[config.mk]
export PLATFORM = sky130hd
export DESIGN_NAME = crc_7
export DESIGN_NICKNAME = d
export VERILOG_FILES = /design/src/rtl/crc_7_pkg.sv /design/src/rtl/crc7_step.sv /design/src/rtl/crc_7.sv
export SDC_FILE = /design/constraint.sdc
export NUM_CORES = 1
export LEC_CHECK = 0
export BUFFER_PORTS_ARGS = -buffer_cell sky130_fd_sc_hd__buf_4
export CAP_MARGIN = 20
export CORE_MARGIN = 2
export CORE_UTILIZATION = 50
export CTS_BUF_LIST = sky130_fd_sc_hd__clkbuf_4 sky130_fd_sc_hd__clkbuf_8 sky130_fd_sc_hd__clkbuf_16
export DETAILED_ROUTE_END_ITERATION = 16
export GPL_TIMING_DRIVEN = 0
export PLACE_DENSITY = 0.78
export SYNTH_ARGS = -nofsm -noshare
export SYNTH_HDL_FRONTEND = slang
export SYNTH_SLANG_ARGS = --single-unit
[constraint.sdc]
create_clock -name control_clk_i -period 1.45 [get_ports control_clk_i]
set_input_delay 0.2175 -clock control_clk_i [delete_from_list [all_inputs] [get_ports control_clk_i]]
set_output_delay 0.2175 -clock control_clk_i [all_outputs]
set_load 0.03 [all_outputs]
[src/rtl/crc_7_pkg.sv]
// Shared constants and state type for the SD command CRC-7 path.
package crc_7_pkg;

   localparam logic [6:0] CRC7_POLY    = 7'h09;
   localparam int         CRC7_FRAME_W = 40;
   localparam int         CRC7_CNT_W   = 6;

   typedef enum logic [1:0] {
      IDLE = 2'd0,
      CALC = 2'd1,
      DONE = 2'd2
   } crc7_state_t;

endpackage

[src/rtl/crc7_step.sv]
// Single-bit CRC-7 update, also used by the response-CRC checker.
module crc7_step
   import crc_7_pkg::*;
#(
   parameter logic [6:0] POLY = CRC7_POLY
) (
   input  logic [6:0] crc_in,
   input  logic       data_bit,
   output logic [6:0] crc_out
);

   logic fb;

   assign fb      = data_bit ^ crc_in[6];
   assign crc_out = {crc_in[5:0], 1'b0} ^ (fb ? POLY : 7'h00);

endmodule

[src/rtl/crc_7.sv]
// Serial CRC-7 generator for 40-bit SD command frames, MSB first.
//   state | meaning
//   IDLE  | waiting for crc_7_enable; latches the frame on start
//   CALC  | one frame bit per cycle through crc7_step
//   DONE  | result and flag held until crc_7_enable drops
module crc_7
   import crc_7_pkg::*;
#(
   parameter int         DATA_W = CRC7_FRAME_W,
   parameter logic [6:0] POLY   = CRC7_POLY
) (
   input  logic              control_clk_i,
   input  logic              control_rst_i,
   input  logic              crc_7_enable,
   input  logic [DATA_W-1:0] data_crc,
   output logic [6:0]        CRC,
   output logic              flag_crc_done
);

   localparam logic [CRC7_CNT_W-1:0] LAST_BIT = CRC7_CNT_W'(DATA_W - 1);

   crc7_state_t             state, state_nxt;
   logic [DATA_W-1:0]       shift_q, shift_nxt;
   logic [CRC7_CNT_W-1:0]   cnt_q, cnt_nxt;
   logic [6:0]              crc_q, crc_nxt, crc_step;
   logic [6:0]              crc_out_nxt;
   logic                    flag_nxt;

   crc7_step #(.POLY(POLY)) u_step (
      .crc_in   (crc_q),
      .data_bit (shift_q[DATA_W-1]),
      .crc_out  (crc_step)
   );

   always_comb begin
      state_nxt   = state;
      shift_nxt   = shift_q;
      cnt_nxt     = cnt_q;
      crc_nxt     = crc_q;
      crc_out_nxt = CRC;
      flag_nxt    = flag_crc_done;
      case (state)
         IDLE: begin
            if (crc_7_enable) begin
               shift_nxt = data_crc;
               crc_nxt   = 7'h00;
               cnt_nxt   = '0;
               state_nxt = CALC;
            end
         end
         CALC: begin
            // Abort leaves the published result untouched.
            if (!crc_7_enable) begin
               state_nxt = IDLE;
            end else begin
               shift_nxt = {shift_q[DATA_W-2:0], 1'b0};
               crc_nxt   = crc_step;
               cnt_nxt   = cnt_q + 1'b1;
               if (cnt_q == LAST_BIT) begin
                  crc_out_nxt = crc_step;
                  flag_nxt    = 1'b1;
                  state_nxt   = DONE;
               end
            end
         end
         DONE: begin
            if (!crc_7_enable) begin
               flag_nxt  = 1'b0;
               state_nxt = IDLE;
            end
         end
         default: begin
            state_nxt = IDLE;
         end
      endcase
   end

   always_ff @(posedge control_clk_i) begin
      if (control_rst_i) begin
         state         <= IDLE;
         shift_q       <= '0;
         cnt_q         <= '0;
         crc_q         <= 7'h00;
         CRC           <= 7'h00;
         flag_crc_done <= 1'b0;
      end else begin
         state         <= state_nxt;
         shift_q       <= shift_nxt;
         cnt_q         <= cnt_nxt;
         crc_q         <= crc_nxt;
         CRC           <= crc_out_nxt;
         flag_crc_done <= flag_nxt;
      end
   end

endmodule

==> flow_metrics.py <==
metrics = {
    "synthesis": {
        "muxShareOfSynthArea_pct": 14.3,
        "ys_seq_area_share_pct": 46.2,
        "synth-seq-cells": 63,
        "ys_top_cells_by_area": "dfxtp_1 46%, mux2i_1 14%, a211oi_1 11%, nor2_1 5.6%, a21oi_1 3.1%",
        "ys_warn_count": 0,
        "synth_top_family_by_area": "compound AO/OA/AOI/OAI gates",
        "synth.most_common_cell": "dfxtp_1",
        "syn_inst": 292,
        "syn_area_um2": 2730,
        "syn-num-nets": 336,
        "yosysTopAreaCellShare_pct": 46.2,
        "synth_simple_gate_area_share_pct": 14.9,
        "synthArstFlopShare_pct": 0,
        "netlist_top_cells_count": "63 x dfxtp_1, 41 x nor2_1, 40 x a211oi_1",
        "synth_flop_cell": "dfxtp_1",
        "avgSynthCellArea_um2": 9.35,
        "synth_top_area_cell": "dfxtp_1",
        "synthAdderAreaFrac_pct": 0.459,
        "synth_xor_area_share_pct": 0.963,
        "synth_edf_count": 0,
        "synth.distinct_cells": 34,
        "synth-compound-area-share_pct": 17.9,
    },
    "route": {
        "firstDrtPassIters": 4,
        "dr_total_vias": 2315,
        "drc": 0,
        "ant_nets": 0,
        "viasPerCell": 5.43,
        "wl_per_cell_um": 14.3,
        "drt_iter0_drc": 191,
        "routed_wl_mm": 6.09,
    },
    "sta": {
        "min_period_over_period_pct": 96.9,
        "hold_viol_final": 0,
        "max_freq_ghz": 0.712,
        "setup_ws_ns": 0.0451,
        "max-slew-margin-rel_pct": 65.6,
        "finalClockSkew_ns": 0.00821,
        "holdWs_ns": 0.191,
        "setup_viol": 0,
        "rsz0062_at_grt": "true",
        "worst_pin_slew_ns": 0.516,
        "fin_crit_ns": 1.40,
        "drv_slew": 0,
    },
    "finish": {
        "fin_nets": 396,
        "drive_gt1_share_pct": 25.6,
        "fin_util_pct": 66.0,
        "synthToLayoutAreaGrowth_pct": 25.1,
        "n_antenna_cell": 0,
        "fillerInstances": 439,
        "multi_input_area_um2": 1340,
        "ff_latch_area_um2": 1260,
    },
    "die": {
        "die_h_um": 77.9,
        "core_area_um2": 5170,
        "die_x_um": 77.9,
        "row_count": 26,
        "ios": 51,
        "fp.dieArea_um2": 6060,
        "initial_core_util_pct": 52.8,
    },
    "global_routing": {
        "grt_max_degree": 11,
        "grt_overflow": 0,
        "grt_pass1_wl_mm": 10.1,
        "grt_usage_pct": 21.0,
        "antenna_found_initial": 0,
        "first_global_vias": 2180,
    },
    "clocking": {
        "clockRootBuffer": "clkbuf_8",
        "clock_latency_ns": 0.34,
        "clkSinkCount": 63,
        "clockBufferDepth": 2,
        "cts_htree_levels": 3,
        "cts_tree": "built",
        "clkTransAtPathRegs_ns": 0.07,
        "cts_buffers": 9,
    },
    "placement": {
        "detailedPlace.worstSlack_ns": -0.0000411,
        "gp_congestion": 0.827,
        "port_buffers": 49,
        "hpwl_mm": 4.14,
    },
    "status": {
        "status": "finished clean",
    },
    "min_path": {
        "hold_class": "in2reg",
    },
    "worst_setup_path": {
        "end_kind": "flip-flop",
        "worstSetupPathType": "reg2reg",
        "cp_data_arrival_time_ns": 1.62,
        "cp.required_ns": 1.66,
        "cp_max_fo": 8,
        "startpoint_type": "flip-flop",
    },
    "pwr": {
        "power.density_nw_per_um2": 1120,
        "p_leak_nw": 1.34,
        "vdd_ir_drop_max_mv": 0.573,
    },
    "job": {
        "maxCapViolCount": 0,
    },
}
-- state kept, by name, indices dropped and copies added (netlist names) --
register       count
shift_q           40
CRC                7
flag_crc_done      1
cnt_q              6
crc_q              7
state              2
-- cell usage in the layout, fill, tap and decap left out, types with 2 or more instances in the layout --
cell type	netlist	layout
a211oi_1	40	40
a21oi_1	17	17
buf_2	14	14
buf_4	3	51
buf_6	1	3
clkbuf_1	8	6
clkbuf_8	0	11
dfxtp_1	63	62
inv_1	2	2
mux2i_1	39	39
nand2_1	11	11
nand2b_1	2	2
nand3_1	14	14
nand3b_1	2	2
nor2_1	41	41
nor2b_1	2	2
nor3_1	3	3
o21ai_0	9	8
or3_1	3	3
xor2_1	2	2
-- worst max-delay path: stages, from the launching register on --
cell and delay (ns):
dfxtp_1 0.37, ha_2 0.24, nand4bb_2 0.26, o21ai_0 0.30, o41ai_2 0.11
-- repair_timing --
| action | in CTS | in global routing |
|---|---|---|
| gates resized for setup | 1 | 8 |
| endpoints found under the setup margin | 2 | 38 |
| pin swaps | 0 | 1 |
| hold buffers | 0 | 0 |
| setup buffers | 0 | 1 |
-- stage by stage --
stage	area [um2]	TNS (ns)	power (mW)	cells
6_report	3410	0	3.82	426
4_1_cts	3390	0	3.85	426
3_3_place_gp	3180	0	2.30	411
3_5_place_dp	3180	-0.0000411	2.31	411
5_1_grt	3410	-0.0124	3.98	426
2_1_floorplan	2730	0	2.15	292
-- per-layer routing --
layer  part of all wire (%)  track usage (%)  vias up  wire length, um
met1                     49             28.5     1079             2970
met2                     45             31.8       53             2750
met4                    1.8             10.4        0              109
li1                       -                -     1173                -
met3                    4.3             4.07       10              259
met5                      0                0        -                0
-- area by class of cell --
type,count,area share (%)
Timing Repair Buffer,50,11.0
Multi-Input combinational cell,201,39.3
Clock buffer,12,4.65
Clock inverter,3,1.25
Inverter,2,0.220
Tap cell,70,2.57
Sequential cell,63,37.0
Buffer,25,4.07
-- kinds of logic (layout without fill, tap and decap cells) --
| group | Yosys count | count (layout) |
|---|---|---|
| adder cells (fa/ha/maj) | 1 | 1 |
| XOR/XNOR | 3 | 3 |
| AND/OR/NAND/NOR | 85 | 85 |
| AO/OA/AOI/OAI | 73 | 73 |
| flip-flops | 63 | 63 |
| multiplexers | 39 | 39 |
| buffers and inverters | 28 | 92 |
-- report_power, final --
part	internal (mW)	leakage [nW]	switching (mW)
clock network	0.895	0.102	0.650
registers	1.82	0.518	0.0439
logic	0.206	0.716	0.206
-- worst paths after layout --
path / startpoint / end / slack (ns) / depth (start not counted)
max: cnt_q[0]$_SDFFE_PP0P_ / CRC[3]$_SDFFE_PP0P_ / 0.05 / 4
min: data_crc[0] / shift_q[0]$_SDFFE_PP0P_ / 0.19 / 3
max reg2reg: cnt_q[0]$_SDFFE_PP0P_ / CRC[3]$_SDFFE_PP0P_ / 0.05 / 4
min reg2reg: crc_q[2]$_SDFFE_PP0P_ / crc_q[2]$_SDFFE_PP0P_ / 0.47 / 2
(Power assumes the default switching activity.)
